===== config.mk =====
export PLATFORM = sky130hd
export DESIGN_NAME = gpio_apb_arbiter_flat
export DESIGN_NICKNAME = d
export VERILOG_FILES = /design/src/rtl/gpio_apb_arbiter_pkg.sv /design/src/rtl/gpio_apb_arbiter_if.sv /design/src/rtl/gpio_apb_arbiter_rr.sv /design/src/rtl/gpio_apb_arbiter.sv /design/src/flat_wrapper.sv
export SDC_FILE = /design/constraint.sdc
export NUM_CORES = 1
export LEC_CHECK = 0
export BUFFER_PORTS_ARGS = -buffer_cell sky130_fd_sc_hd__buf_2
export CORE_MARGIN = 2
export CORE_UTILIZATION = 51
export CTS_BUF_LIST = sky130_fd_sc_hd__clkbuf_2 sky130_fd_sc_hd__clkbuf_4 sky130_fd_sc_hd__clkbuf_8
export CTS_CLUSTER_DIAMETER = 50
export DETAILED_ROUTE_END_ITERATION = 16
export GPL_ROUTABILITY_DRIVEN = 0
export PLACE_DENSITY = 0.88
export SETUP_SLACK_MARGIN = 0.05
export SYNTH_ARGS = -nofsm -noshare
export SYNTH_HDL_FRONTEND = slang
export SYNTH_SLANG_ARGS = --single-unit

===== constraint.sdc =====
create_clock -name CLK -period 9.2 [get_ports CLK]
set_input_delay 0.92 -clock CLK [delete_from_list [all_inputs] [get_ports CLK]]
set_output_delay 0.92 -clock CLK [all_outputs]
set_load 0.02 [all_outputs]

===== src/rtl/gpio_apb_arbiter_pkg.sv =====
// Shared types and constants for the two-master GPIO APB arbiter.
package gpio_apb_pkg;

   typedef enum logic [1:0] {
      IDLE   = 2'd0,
      SETUP  = 2'd1,
      ACCESS = 2'd2
   } apb_state_e;

   // GPIO register map (word addresses on PADDR)
   localparam int MODE      = 0;
   localparam int DIRECTION = 1;
   localparam int OUTPUT    = 2;
   localparam int INPUT     = 3;
   localparam int TR_TYPE   = 4;
   localparam int TR_LVL0   = 5;
   localparam int TR_LVL1   = 6;
   localparam int TR_STAT   = 7;
   localparam int IRQ_EN    = 8;

   localparam int DEF_GPIO_PINS      = 32;
   localparam int DEF_PADDR_SIZE     = 4;
   localparam int DEF_TIMEOUT_CYCLES = 16;

endpackage


===== src/rtl/gpio_apb_arbiter_if.sv =====
// APB3 bus bundle between the arbiter (master) and the GPIO slave port.
interface gpio_apb_arbiter_if
   import gpio_apb_pkg::*;
#(
   parameter int DW = DEF_GPIO_PINS,
   parameter int AW = DEF_PADDR_SIZE
);
   logic            PSEL;
   logic            PENABLE;
   logic            PWRITE;
   logic [AW-1:0]   PADDR;
   logic [DW-1:0]   PWDATA;
   logic [DW/8-1:0] PSTRB;
   logic            PREADY;
   logic            PSLVERR;
   logic [DW-1:0]   PRDATA;

   modport master (
      output PSEL, PENABLE, PWRITE, PADDR, PWDATA, PSTRB,
      input  PREADY, PSLVERR, PRDATA
   );

   modport slave (
      input  PSEL, PENABLE, PWRITE, PADDR, PWDATA, PSTRB,
      output PREADY, PSLVERR, PRDATA
   );
endinterface


===== src/rtl/gpio_apb_arbiter_rr.sv =====
// Two-way round-robin pick: sole requester wins, ties go to the one that did not go last.
module gpio_rr_arbiter2 (
   input  logic [1:0] req,
   input  logic       last_grant,
   output logic       valid,
   output logic       winner
);
   always_comb begin
      valid  = |req;
      winner = (req == 2'b11) ? ~last_grant : req[1];
   end
endmodule


===== src/rtl/gpio_apb_arbiter.sv =====
// Round-robin arbiter for two req/done masters onto one APB3 slave port.
// Define GPIO_APB_ARB_TIMEOUT_EN to abort ACCESS phases that stall for TIMEOUT_CYCLES.
module gpio_apb_arbiter
   import gpio_apb_pkg::*;
#(
   parameter int GPIO_PINS      = DEF_GPIO_PINS,
   parameter int PADDR_SIZE     = DEF_PADDR_SIZE,
   parameter int TIMEOUT_CYCLES = DEF_TIMEOUT_CYCLES
) (
   input  logic                   CLK,
   input  logic                   HRESET,

   input  logic                   m0_req,
   input  logic                   m0_write,
   input  logic [PADDR_SIZE-1:0]  m0_addr,
   input  logic [GPIO_PINS-1:0]   m0_wdata,
   input  logic [GPIO_PINS/8-1:0] m0_strb,
   output logic                   m0_done,
   output logic [GPIO_PINS-1:0]   m0_rdata,
   output logic                   m0_err,

   input  logic                   m1_req,
   input  logic                   m1_write,
   input  logic [PADDR_SIZE-1:0]  m1_addr,
   input  logic [GPIO_PINS-1:0]   m1_wdata,
   input  logic [GPIO_PINS/8-1:0] m1_strb,
   output logic                   m1_done,
   output logic [GPIO_PINS-1:0]   m1_rdata,
   output logic                   m1_err,

   output logic                   busy,
   output logic                   grant,

   gpio_apb_arbiter_if.master     apb
);
   localparam int SW = GPIO_PINS / 8;

   apb_state_e state;
   logic       last_grant;

   logic       arb_valid;
   logic       arb_winner;

   gpio_rr_arbiter2 u_rr (
      .req        ({m1_req, m0_req}),
      .last_grant (last_grant),
      .valid      (arb_valid),
      .winner     (arb_winner)
   );

   logic                  sel_write;
   logic [PADDR_SIZE-1:0] sel_addr;
   logic [GPIO_PINS-1:0]  sel_wdata;
   logic [SW-1:0]         sel_strb;

   always_comb begin
      sel_write = arb_winner ? m1_write : m0_write;
      sel_addr  = arb_winner ? m1_addr  : m0_addr;
      sel_wdata = arb_winner ? m1_wdata : m0_wdata;
      sel_strb  = arb_winner ? m1_strb  : m0_strb;
   end

`ifdef GPIO_APB_ARB_TIMEOUT_EN
   localparam int CW = $clog2(TIMEOUT_CYCLES + 1);
   logic [CW-1:0] to_cnt;
   logic          to_hit;
   assign to_hit = (to_cnt == CW'(TIMEOUT_CYCLES - 1));
`endif

   // Completion of the ACCESS phase: slave ready, or (optionally) a stall timeout.
   logic                 fin;
   logic                 fin_err;
   logic [GPIO_PINS-1:0] fin_rdata;

   always_comb begin
      fin       = (state == ACCESS) && apb.PREADY;
      fin_err   = apb.PSLVERR;
      fin_rdata = apb.PWRITE ? '0 : apb.PRDATA;
`ifdef GPIO_APB_ARB_TIMEOUT_EN
      if ((state == ACCESS) && !apb.PREADY && to_hit) begin
         fin       = 1'b1;
         fin_err   = 1'b1;
         fin_rdata = '0;
      end
`endif
   end

   always_ff @(posedge CLK or posedge HRESET) begin
      if (HRESET) begin
         state       <= IDLE;
         last_grant  <= 1'b1;
         busy        <= 1'b0;
         grant       <= 1'b0;
         apb.PSEL    <= 1'b0;
         apb.PENABLE <= 1'b0;
         apb.PWRITE  <= 1'b0;
         apb.PADDR   <= '0;
         apb.PWDATA  <= '0;
         apb.PSTRB   <= '0;
         m0_done     <= 1'b0;
         m0_rdata    <= '0;
         m0_err      <= 1'b0;
         m1_done     <= 1'b0;
         m1_rdata    <= '0;
         m1_err      <= 1'b0;
`ifdef GPIO_APB_ARB_TIMEOUT_EN
         to_cnt      <= '0;
`endif
      end else begin
         m0_done <= 1'b0;
         m1_done <= 1'b0;
         case (state)
            IDLE: begin
               if (arb_valid) begin
                  apb.PSEL   <= 1'b1;
                  apb.PWRITE <= sel_write;
                  apb.PADDR  <= sel_addr;
                  apb.PWDATA <= sel_write ? sel_wdata : '0;
                  apb.PSTRB  <= sel_write ? sel_strb  : '0;
                  grant      <= arb_winner;
                  busy       <= 1'b1;
                  state      <= SETUP;
               end
            end
            SETUP: begin
               apb.PENABLE <= 1'b1;
`ifdef GPIO_APB_ARB_TIMEOUT_EN
               to_cnt      <= '0;
`endif
               state       <= ACCESS;
            end
            ACCESS: begin
               if (fin) begin
                  if (grant) begin
                     m1_done  <= 1'b1;
                     m1_rdata <= fin_rdata;
                     m1_err   <= fin_err;
                  end else begin
                     m0_done  <= 1'b1;
                     m0_rdata <= fin_rdata;
                     m0_err   <= fin_err;
                  end
                  apb.PSEL    <= 1'b0;
                  apb.PENABLE <= 1'b0;
                  busy        <= 1'b0;
                  last_grant  <= grant;
                  state       <= IDLE;
               end
`ifdef GPIO_APB_ARB_TIMEOUT_EN
               else begin
                  to_cnt <= to_cnt + 1'b1;
               end
`endif
            end
            default: state <= IDLE;
         endcase
      end
   end

endmodule


===== src/flat_wrapper.sv =====
// flat-port wrapper written by rule: the top's interface ports become plain ports
module gpio_apb_arbiter_flat import gpio_apb_pkg::*;
#(
   parameter int GPIO_PINS      = DEF_GPIO_PINS,
   parameter int PADDR_SIZE     = DEF_PADDR_SIZE,
   parameter int TIMEOUT_CYCLES = DEF_TIMEOUT_CYCLES
)
  (CLK, HRESET, m0_req, m0_write, m0_addr, m0_wdata, m0_strb, m0_done, m0_rdata, m0_err, m1_req, m1_write, m1_addr, m1_wdata, m1_strb, m1_done, m1_rdata, m1_err, busy, grant, apb_PSEL, apb_PENABLE, apb_PWRITE, apb_PADDR, apb_PWDATA, apb_PSTRB, apb_PREADY, apb_PSLVERR, apb_PRDATA);
  gpio_apb_arbiter_if #(.DW((32)), .AW((4))) apb_i ();
  input  logic CLK;
  input  logic HRESET;
  input  logic m0_req;
  input  logic m0_write;
  input  logic [PADDR_SIZE-1:0] m0_addr;
  input  logic [GPIO_PINS-1:0] m0_wdata;
  input  logic [GPIO_PINS/8-1:0] m0_strb;
  output logic m0_done;
  output logic [GPIO_PINS-1:0] m0_rdata;
  output logic m0_err;
  input  logic m1_req;
  input  logic m1_write;
  input  logic [PADDR_SIZE-1:0] m1_addr;
  input  logic [GPIO_PINS-1:0] m1_wdata;
  input  logic [GPIO_PINS/8-1:0] m1_strb;
  output logic m1_done;
  output logic [GPIO_PINS-1:0] m1_rdata;
  output logic m1_err;
  output logic busy;
  output logic grant;
  output wire logic [$bits(apb_i.PSEL)-1:0] apb_PSEL;
  output wire logic [$bits(apb_i.PENABLE)-1:0] apb_PENABLE;
  output wire logic [$bits(apb_i.PWRITE)-1:0] apb_PWRITE;
  output wire logic [$bits(apb_i.PADDR)-1:0] apb_PADDR;
  output wire logic [$bits(apb_i.PWDATA)-1:0] apb_PWDATA;
  output wire logic [$bits(apb_i.PSTRB)-1:0] apb_PSTRB;
  input wire logic [$bits(apb_i.PREADY)-1:0] apb_PREADY;
  input wire logic [$bits(apb_i.PSLVERR)-1:0] apb_PSLVERR;
  input wire logic [$bits(apb_i.PRDATA)-1:0] apb_PRDATA;
  assign apb_PSEL = apb_i.PSEL;
  assign apb_PENABLE = apb_i.PENABLE;
  assign apb_PWRITE = apb_i.PWRITE;
  assign apb_PADDR = apb_i.PADDR;
  assign apb_PWDATA = apb_i.PWDATA;
  assign apb_PSTRB = apb_i.PSTRB;
  assign apb_i.PREADY = apb_PREADY;
  assign apb_i.PSLVERR = apb_PSLVERR;
  assign apb_i.PRDATA = apb_PRDATA;
  gpio_apb_arbiter #(.GPIO_PINS(GPIO_PINS), .PADDR_SIZE(PADDR_SIZE), .TIMEOUT_CYCLES(TIMEOUT_CYCLES)) u_core (.CLK(CLK), .HRESET(HRESET), .m0_req(m0_req), .m0_write(m0_write), .m0_addr(m0_addr), .m0_wdata(m0_wdata), .m0_strb(m0_strb), .m0_done(m0_done), .m0_rdata(m0_rdata), .m0_err(m0_err), .m1_req(m1_req), .m1_write(m1_write), .m1_addr(m1_addr), .m1_wdata(m1_wdata), .m1_strb(m1_strb), .m1_done(m1_done), .m1_rdata(m1_rdata), .m1_err(m1_err), .busy(busy), .grant(grant), .apb(apb_i));
endmodule

== After elaboration in Yosys (flattened, before gate mapping) ==
Index checks and enable logic that the tools add are counted.
Operators by class
  equality and inequality tests: 5
  muxes and demuxes: 21
  bitwise logic cells: 2
  reduce and logical (&&, ||, !) cells: 12
Operators with widths (number)
  2-to-1 mux 32 bit: 3
  2-to-1 mux 4 bit: 3
  2-to-1 mux 1 bit: 10
  AND reduction 3 bit: 3
  AND reduction 2 bit: 4
  one-hot mux 2 bit (3 select lines): 1
  equality test 2 bit, second input constant: 2
  2-to-1 mux 2 bit: 2
  != test 2 x 1 -> 1 bit, second input constant: 2
  one-hot mux 1 bit (2 select lines): 2
  nonzero test 2 bit: 2
  equality test 2 x 1 -> 1 bit, second input constant: 1
  logical NOT 2 bit: 1
  NOT 1 bit: 2
  OR reduction 2 bit: 1
  logical AND 1 bit: 1
Word-level totals
  flip-flop bits (word level): 115
  bits of input ports: 120
  output and inout port bits: 113
  word-level logic and storage cells: 55

== Depth between registers and ports, before layout ==
Gate-level depths: netlist of the first run.
  depth in word-level cells: 4
  gate-level depth with buffers: 5
  gate-level depth less buffers: 3

== Cells and area by module ==
Synthesis of the first run repeated with hierarchy kept, for this count alone.
Second synthesis, totals
  cell total of the unflattened synthesis: 457
  area, all modules: 4760.8 um^2
Modules (own cells, without submodules)
  gpio_apb_arbiter: times used 1, cells an instance 455, area each 4747.1 um^2, seq. area each 2879.0 um^2
  gpio_rr_arbiter2: times used 1, cells an instance 2, area each 13.8 um^2, seq. area each 0.0 um^2

== Worst setup path before layout of the first run ==
OpenSTA, ideal clock, no wires.
  kind: input to register
  start: in m1_req
  end: reg u_core.apb.PWDATA[10]
  library setup time: 126 ps
  arrival: 1893 ps
  required time: 9074 ps
  path slack: 7181 ps
  stages: 5
  path buffers: 2
  path through: a21boi_2 > and3_1 > buf_6 > buf_6 > a221o_1
On the way
  cells in the longest elaborated chain, start to end: 4
  elaborated cells on any way between the ends: 7
  classes of those cells: 1 x eq/ne; 4 x mux; 2 x reduce/logical
RTL lines
  start, declared: line flat_wrapper.sv:20  | input logic m1_req;
  equality test 2 bit: line gpio_apb_arbiter_rr.sv:10  | winner = (req == 2'b11) ? ~last_grant : req[1];
  2-to-1 mux 1 bit: line gpio_apb_arbiter_rr.sv:10
  2-to-1 mux 32 bit / 2-to-1 mux 1 bit (equally long branches): line gpio_apb_arbiter.sv:59, gpio_apb_arbiter.sv:57
  2-to-1 mux 32 bit: line gpio_apb_arbiter.sv:118  | apb.PWDATA <= sel_write ? sel_wdata : '0;
  end signal, assigned: line gpio_apb_arbiter.sv:118
  end, declared: line gpio_apb_arbiter_if.sv:19  | output PSEL, PENABLE, PWRITE, PADDR, PWDATA, PSTRB,
Several ways; a longest one is shown, not always the timed one.
A chain may end at the register's enable or synchronous reset.

== Worst setup path in the final report of the first run ==
  start: reg u_core.apb.PWRITE
  end: out apb_PWRITE
RTL lines
  start, declared: line gpio_apb_arbiter_if.sv:19
  start signal, assigned: line gpio_apb_arbiter.sv:116  | apb.PWRITE <= sel_write;
  end, declared: line flat_wrapper.sv:32  | output wire logic [$bits(apb_i.PWRITE)-1:0] apb_PWRITE;
No word-level cell between the ends.

==> results of run 1 <==
-- through the flow --
stage               hold WS, ns  area (sq um)
floorplan                0.4539          4723
CTS                      0.4796          6302
finish                   0.4745          6305
detailed placement       0.4642          5888
global placement         0.4565          5888
global route             0.5067          6305
-- state kept, by name, indices dropped and copies added (netlist names) --
| name | count |
|---|---|
| u_core.apb.PADDR | 4 |
| u_core.apb.PENABLE | 1 |
| u_core.apb.PSTRB | 4 |
| u_core.apb.PWDATA | 32 |
| u_core.apb.PWRITE | 1 |
| u_core.busy | 1 |
| u_core.grant | 1 |
| u_core.last_grant | 1 |
| u_core.m0_done | 1 |
| u_core.m0_err | 1 |
| u_core.m0_rdata | 32 |
| u_core.m1_done | 1 |
| u_core.m1_err | 1 |
| u_core.m1_rdata | 32 |
| u_core.state | 2 |
-- cells in the final DEF (no fill, tap or decap), types with 2 or more instances in the layout --
cell type   synthesis  final
clkinv_4            0      2
o21ai_0            61     61
clkinvlp_4          0      3
o21ai_1             3      3
inv_1               5      4
clkbuf_8            0     18
clkinv_2            0      4
nand2b_1           33     33
bufinv_16           0      3
a21oi_1            12     12
buf_2               9    232
mux2i_1             6      6
dfrtp_1           114    114
a21boi_0           36     36
a221o_1            36     36
nand2_1            67     67
buf_4               1      5
mux2_2              3      3
-- per-layer routing --
metal	vias to the layer above	track usage
met2	209	0.4213
met5	-	0
li1	1933	-
met1	2042	0.2995
met3	14	0.07730
met4	0	0.09800
-- final cells by class --
class	count	area share
Antenna cell	1	0.0003969
Clock buffer	19	0.04048
Clock inverter	13	0.02520
Inverter	5	0.003374
Multi-Input combinational cell	267	0.2618
Sequential cell	115	0.4566
Tap cell	111	0.02203
Timing Repair Buffer	237	0.1901
-- power by group through the flow --
stage | combinational, W | clock [W] | sequential, W
3_3_place_gp | 0.000813 | 0 | 0.000818
3_5_place_dp | 0.000846 | 0 | 0.000825
5_1_grt | 0.000915 | 0.000517 | 0.000846
2_1_floorplan | 0.000335 | 0 | 0.00103
6_report | 0.000840 | 0.000482 | 0.000821
4_1_cts | 0.000847 | 0.000492 | 0.000820
-- final timing paths --
| check | startpoint | to | slack [ns] | depth (start not counted) |
|---|---|---|---|---|
| setup / recovery | u_core.apb.PWRITE | apb_PWRITE | 6.59 | 1 |
| hold / removal | u_core.m1_rdata[30] | u_core.m1_rdata[30] | 0.47 | 2 |
| setup reg to reg | u_core.state[1] | u_core.apb.PWDATA[2] | 6.73 | 4 |
| hold reg to reg | u_core.m1_rdata[30] | u_core.m1_rdata[30] | 0.47 | 2 |
| max in group asynchronous | HRESET | u_core.apb.PWDATA[30] | 7.35 | 3 |
| min in group asynchronous | HRESET | u_core.apb.PSTRB[3] | 0.57 | 2 |
-- kinds of logic after synthesis --
| logic type | after synthesis | synth area share |
|---|---|---|
| AO/OA/AOI/OAI | 151 | 0.2204 |
| buffers and inverters | 41 | 0.04212 |
| flip-flops | 115 | 0.6095 |
| multiplexers | 9 | 0.01987 |
| AND/OR/NAND/NOR | 107 | 0.1081 |
==> results.json, run 1 <==
{
  "relSlewSlack": 0.1307,
  "cts_max_path_buffers": 2,
  "arrival_ns": 1.69,
  "clkPwrFrac": 0.225,
  "rsz0062_at_grt": "false",
  "slowest_stage": "dfrtp_1",
  "status": "finished clean",
  "post_cts_buffers": 0,
  "synth-seq-cells": 115,
  "grt_max_degree": 69,
  "synth_top_area_share": 0.6040,
  "p_seq_frac": 0.383,
  "hp-class": "reg2reg",
  "final_layout_size_suffix_gt1_frac": 0.4223,
  "slew_viol_final": 0,
  "clk_pin_slew_ns": 0.07,
  "setup_viol": 0,
  "setup_ws_ns": 6.594,
  "powerDensity_nw_per_um2": 339.9,
  "fmax_mhz": 383.8,
  "ir_worst_vdd_v": 0.0001620,
  "multi_input_area_sq_um": 1650,
  "hold_violations": 0,
  "p_comb_frac": 0.392,
  "yosysWarnings": 0,
  "ctsHoldBuffers": 0,
  "dp_hpwl_mm": 8.862,
  "h-tree-depth": 4,
  "p_int_w": 0.001287,
  "yosysMostFrequentCell": "dfrtp_1",
  "critPathKind": "reg2out",
  "grt.overflow.total": 0,
  "wl_per_cell_um": 16.30,
  "p_sw_w": 0.0008559,
  "critPathMaxStageDelay_ns": 0.98,
  "total_power_w": 0.002143,
  "cts_buffers": 17,
  "crit_fanout": 34,
  "clk_latency_ns": 0.41,
  "finalCritPeriodShare": 0.2832,
  "grt_pass1_wl_mm": 19.70,
  "synthFlopType": "dfrtp_1",
  "ys_seq_area_frac": 0.6095,
  "start_kind": "flop",
  "route.met3.wl_um": 985,
  "endpoint_kind": "primary output",
  "swShare": 0.3994,
  "ys_async_sr_fraction": 1.000,
  "fin_tns_setup_ns": 0,
  "crit_required_ns": 8.28,
  "pre_cts_slack_ns": 6.365,
  "avgSynthCellArea_sq_um": 11.17,
  "leakage_nw": 3.331,
  "dr.pass1.iters": 4,
  "drcViolationCount": 0,
  "ys_top_cells_by_area": "dfrtp_1 60%, a221o_1 7.6%, o21ai_0 6.5%",
  "critical-path-top-delay-family": "flip-flops",
  "finalClockSkew_ns": 0.01254,
  "fp.dieArea_sq_um": 10050,
  "synth_edf_count": 0,
  "path_cells": "buf_2",
  "first_global_vias": 4151,
  "top_layer": "met4",
  "ios": 233,
  "worst-path-buf-inv": 1,
  "vias": 4198,
  "drtIter0Drc": 168,
  "drv_cap": 0,
  "portBuffers": 232,
  "met2WireLength_mm": 6.383,
  "antenna_found_initial": 1,
  "ant_nets": 0,
  "start_util": 0.5185,
  "die_width_um": 100.2,
  "cts_tree": "built",
  "coreArea_sq_um": 9109,
  "n_fill_cell": 707,
  "syn_nets": 543,
  "root_buffer": "clkbuf_8",
  "viasPerCell": 5.466,
  "synthCells": 423,
  "rows": 35,
  "grt_use_total": 0.2496,
  "utilization": 0.6922,
  "finalNonFillerCells": 768,
  "cts_resized": 0,
  "synth.distinct_cells": 27,
  "synth_top_area_cell": "dfrtp_1",
  "fin_nets": 763,
  "wirelength_met1_mm": 4.970,
  "drt-total-wl_mm": 12.52,
  "clkSinkCount": 115,
  "placed_cells": 735,
  "worst_pin_slew_ns": 1.304,
  "die_y_um": 100.2,
  "areaGrowthSynthToFinish_pct": 33.48,
  "seq_area_sq_um": 2879,
  "ys_top_cells_by_count": "114 x dfrtp_1, 67 x nand2_1, 61 x o21ai_0, 36 x a21boi_0, 36 x a221o_1",
  "syn_area_sq_um": 4723,
  "layout_min_cycle_time_ns": 2.606
}
Note: power is estimated with default switching activity, not from simulation.
==> run 2: changes to the inputs <==
--- a/config.mk
+++ b/config.mk
@@ -5,14 +5,15 @@
 export SDC_FILE = /design/constraint.sdc
 export NUM_CORES = 1
 export LEC_CHECK = 0
+export ABC_AREA = 1
 export BUFFER_PORTS_ARGS = -buffer_cell sky130_fd_sc_hd__buf_2
 export CORE_MARGIN = 2
-export CORE_UTILIZATION = 51
+export CORE_UTILIZATION = 49
 export CTS_BUF_LIST = sky130_fd_sc_hd__clkbuf_2 sky130_fd_sc_hd__clkbuf_4 sky130_fd_sc_hd__clkbuf_8
 export CTS_CLUSTER_DIAMETER = 50
 export DETAILED_ROUTE_END_ITERATION = 16
 export GPL_ROUTABILITY_DRIVEN = 0
-export PLACE_DENSITY = 0.88
+export PLACE_DENSITY = 0.82
 export SETUP_SLACK_MARGIN = 0.05
 export SYNTH_ARGS = -nofsm -noshare
 export SYNTH_HDL_FRONTEND = slang
==> constraint.sdc (replaced) <==
create_clock -name CLK -period 2.7 [get_ports CLK]
set_input_delay 0.27 -clock CLK [delete_from_list [all_inputs] [get_ports CLK]]
set_output_delay 0.27 -clock CLK [all_outputs]
set_load 0.02 [all_outputs]
==> run 2 against run 1 <==
Net effect: core utilization is 4.5 points lower; total power rose to 3.7 times the previous value; setup slack worse by 5.8 ns; register-to-register slack got worse by 5.8 ns; clock skew grew 0.0048 ns; flip-flop and latch count did not move; first-iteration DRC count up 86%; synthesized area is 14% higher; sequential power rose to 3.5 times the previous value; synthesized cell count rose by 64%.
==> results.json, run 2 <==
{
  "areaGrowthSynthToFinish_pct": 29.38,
  "rsz0062_at_grt": "false",
  "dr.pass1.iters": 5,
  "synthCells": 692,
  "crit_required_ns": 2.43,
  "utilization": 0.6468,
  "grt_pass1_wl_mm": 23.66,
  "relSlewSlack": 0.4777,
  "total_power_w": 0.008019,
  "final_layout_size_suffix_gt1_frac": 0.3112,
  "start_kind": "flop",
  "hp-class": "in2reg",
  "synthSimpleGateAreaFrac": 0.3145,
  "multi_input_area_sq_um": 2072,
  "synth.distinct_cells": 18,
  "endpoint_kind": "primary output",
  "dp_hpwl_mm": 10.17,
  "grt_use_total": 0.2566,
  "arrival_ns": 1.62,
  "cts_buffers": 17,
  "drt-total-wl_mm": 15.09,
  "die_y_um": 108.9,
  "synthFlopType": "dfrtp_1",
  "ys_top_cells_by_area": "dfrtp_1 53%, nand2_1 21%, nand3_1 6.7%",
  "fin_nets": 1026,
  "status": "finished clean",
  "finalClockSkew_ns": 0.01736,
  "vias": 5389,
  "die_width_um": 108.9,
  "synth_edf_count": 0,
  "antenna_found_initial": 1,
  "yosysMostFrequentCell": "nand2_1",
  "ys_top_cells_by_count": "302 x nand2_1, 114 x dfrtp_1, 72 x nand3_1, 69 x o21ai_0, 39 x inv_1",
  "coreArea_sq_um": 10790,
  "synth-seq-cells": 115,
  "synth_mux_area_frac": 0,
  "fmax_mhz": 529.2,
  "critical-path-top-delay-family": "flip-flops",
  "use_met2": 0.4064,
  "largestRegisters": "u_core.apb.PWDATA (32), u_core.m0_rdata (32), u_core.m1_rdata (32)",
  "grt.overflow.total": 0,
  "portBuffers": 232,
  "yosysWarnings": 0,
  "slowest_stage": "dfrtp_1",
  "seq_area_sq_um": 2879,
  "ant_nets": 0,
  "ios": 233,
  "first_global_vias": 4892,
  "crit_fanout": 21,
  "worst_pin_slew_ns": 0.7817,
  "synth_top_area_share": 0.5288,
  "synth_top_area_cell": "dfrtp_1",
  "rows": 38,
  "clkSinkCount": 115,
  "final_cell_area_sq_um": 6980,
  "ys_async_sr_fraction": 1.000,
  "layout_min_cycle_time_ns": 1.890,
  "cts_tree": "built",
  "powerDensity_nw_per_um2": 1149,
  "top_usage_layer": "met2",
  "path_cells": "buf_4 -> buf_2",
  "drtIter0Drc": 312,
  "setup_viol": 0,
  "start_util": 0.4999,
  "hold_violations": 0,
  "finalCritPeriodShare": 0.6999,
  "drcViolationCount": 0,
  "critPathMaxStageDelay_ns": 0.66,
  "fin_tns_setup_ns": 0,
  "grt_max_degree": 80,
  "synth_top_family_by_area": "simple AND/OR/NAND/NOR gates",
  "worst-path-buf-inv": 2,
  "post_cts_buffers": 0,
  "ys_seq_area_frac": 0.5336,
  "syn_nets": 812,
  "root_buffer": "clkbuf_8",
  "avgSynthCellArea_sq_um": 7.796,
  "critPathKind": "reg2out",
  "synth-compound-area-share": 0.06957,
  "wl_per_cell_um": 14.22,
  "drv_cap": 0,
  "synth-xor-area-share": 0,
  "syn_area_sq_um": 5395,
  "leakage_nw": 4.233,
  "clk_pin_slew_ns": 0.07,
  "n_fill_cell": 982,
  "dpl-instance-area_sq_um": 6533,
  "grt_util_met1": 0.3322,
  "clk_latency_ns": 0.42,
  "synth_fa_ha_area_frac": 0,
  "h-tree-depth": 4,
  "layout_commonest_cell": "nand2_1",
  "slew_viol_final": 0,
  "viasPerCell": 5.079,
  "layout_common_cells": "302 x nand2_1, 232 x buf_2, 114 x dfrtp_1, 72 x nand3_1, 69 x o21ai_0",
  "cts_max_path_buffers": 2,
  "use_met3": 0.08189,
  "ir_worst_vdd_v": 0.0006057,
  "fp.dieArea_sq_um": 11870
}
==> run 2: changes by cell type after synthesis, sizes merged, moves of 4 or more <==
cell,previous run,this run
buf,15,32
a221o,36,0
nand2,67,305
nand3,0,73
o211ai,0,4
mux2i,6,0
clkbuf,21,16
inv,5,41
a21oi,12,0
nor2,1,37
nand2b,33,0
a21boi,37,0
o21ai,64,69
==> run 2: stage by stage <==
| stage | instances | hold slack (ns) | setup slack [ns] |
|---|---|---|---|
| floorplan | 692 | 0.3772 | 1.031 |
| global route | 1060 | 0.08317 | 0.6984 |
| detailed placement | 1026 | 0.4350 | 0.9290 |
| finish | 1061 | 0.08969 | 0.8103 |
| global placement | 1026 | 0.4310 | 0.9680 |
| CTS | 1059 | 0.07678 | 0.7905 |
==> run 2: final timing paths <==
kind | cells after the start | slack [ns] | end | start
max in group asynchronous | 4 | 1.80 | u_core.apb.PWDATA[24] | HRESET
setup reg to reg | 5 | 0.89 | u_core.m0_rdata[21] | u_core.state[0]
setup / recovery | 2 | 0.81 | grant | u_core.grant
hold reg to reg | 2 | 0.46 | u_core.apb.PENABLE | u_core.apb.PENABLE
min in group asynchronous | 4 | 0.49 | u_core.m0_rdata[26] | HRESET
hold / removal | 3 | 0.09 | u_core.m1_err | apb_PSLVERR
==> run 2: layout make-up <==
class	count	area share
antenna	2	0.0007170
clock buffer	19	0.03567
clock inverter	13	0.02635
inverter	41	0.02258
multi-input combinational	488	0.2968
sequential	115	0.4124
tap	140	0.02509
timing repair buffer	243	0.1803
==> run 2: what timing repair did <==
action | CTS | global route
gates resized for setup | 0 | 0
setup endpoints to repair | 0 | 0
hold endpoints to repair | 48 | 0
hold buffers | 1 | 0
==> run 2: cells by family after synthesis <==
family,Yosys count
compound gates,73
buf+inv,89
flops,115
simple gates,415
==> run 2: power by group <==
part           leakage (nW)  switching (W)  total [W]  internal [W]
Clock                 0.213       0.000726    0.00175       0.00103
Sequential             1.49       0.000461    0.00290       0.00244
Combinational          2.53        0.00235    0.00336       0.00101
==> run 2: routing by layer <==
metal  up-vias  routed length, um
met3        27               1428
met1      2494               6128
met2       270               7187
met4         0                344
li1       2598                  -
met5         -                  0
==> run 2: worst register-to-register path: cells and delay by family (launching register included) <==
kind	cells	cell delay [ns]
flops	1	0.40
simple gates	5	1.34
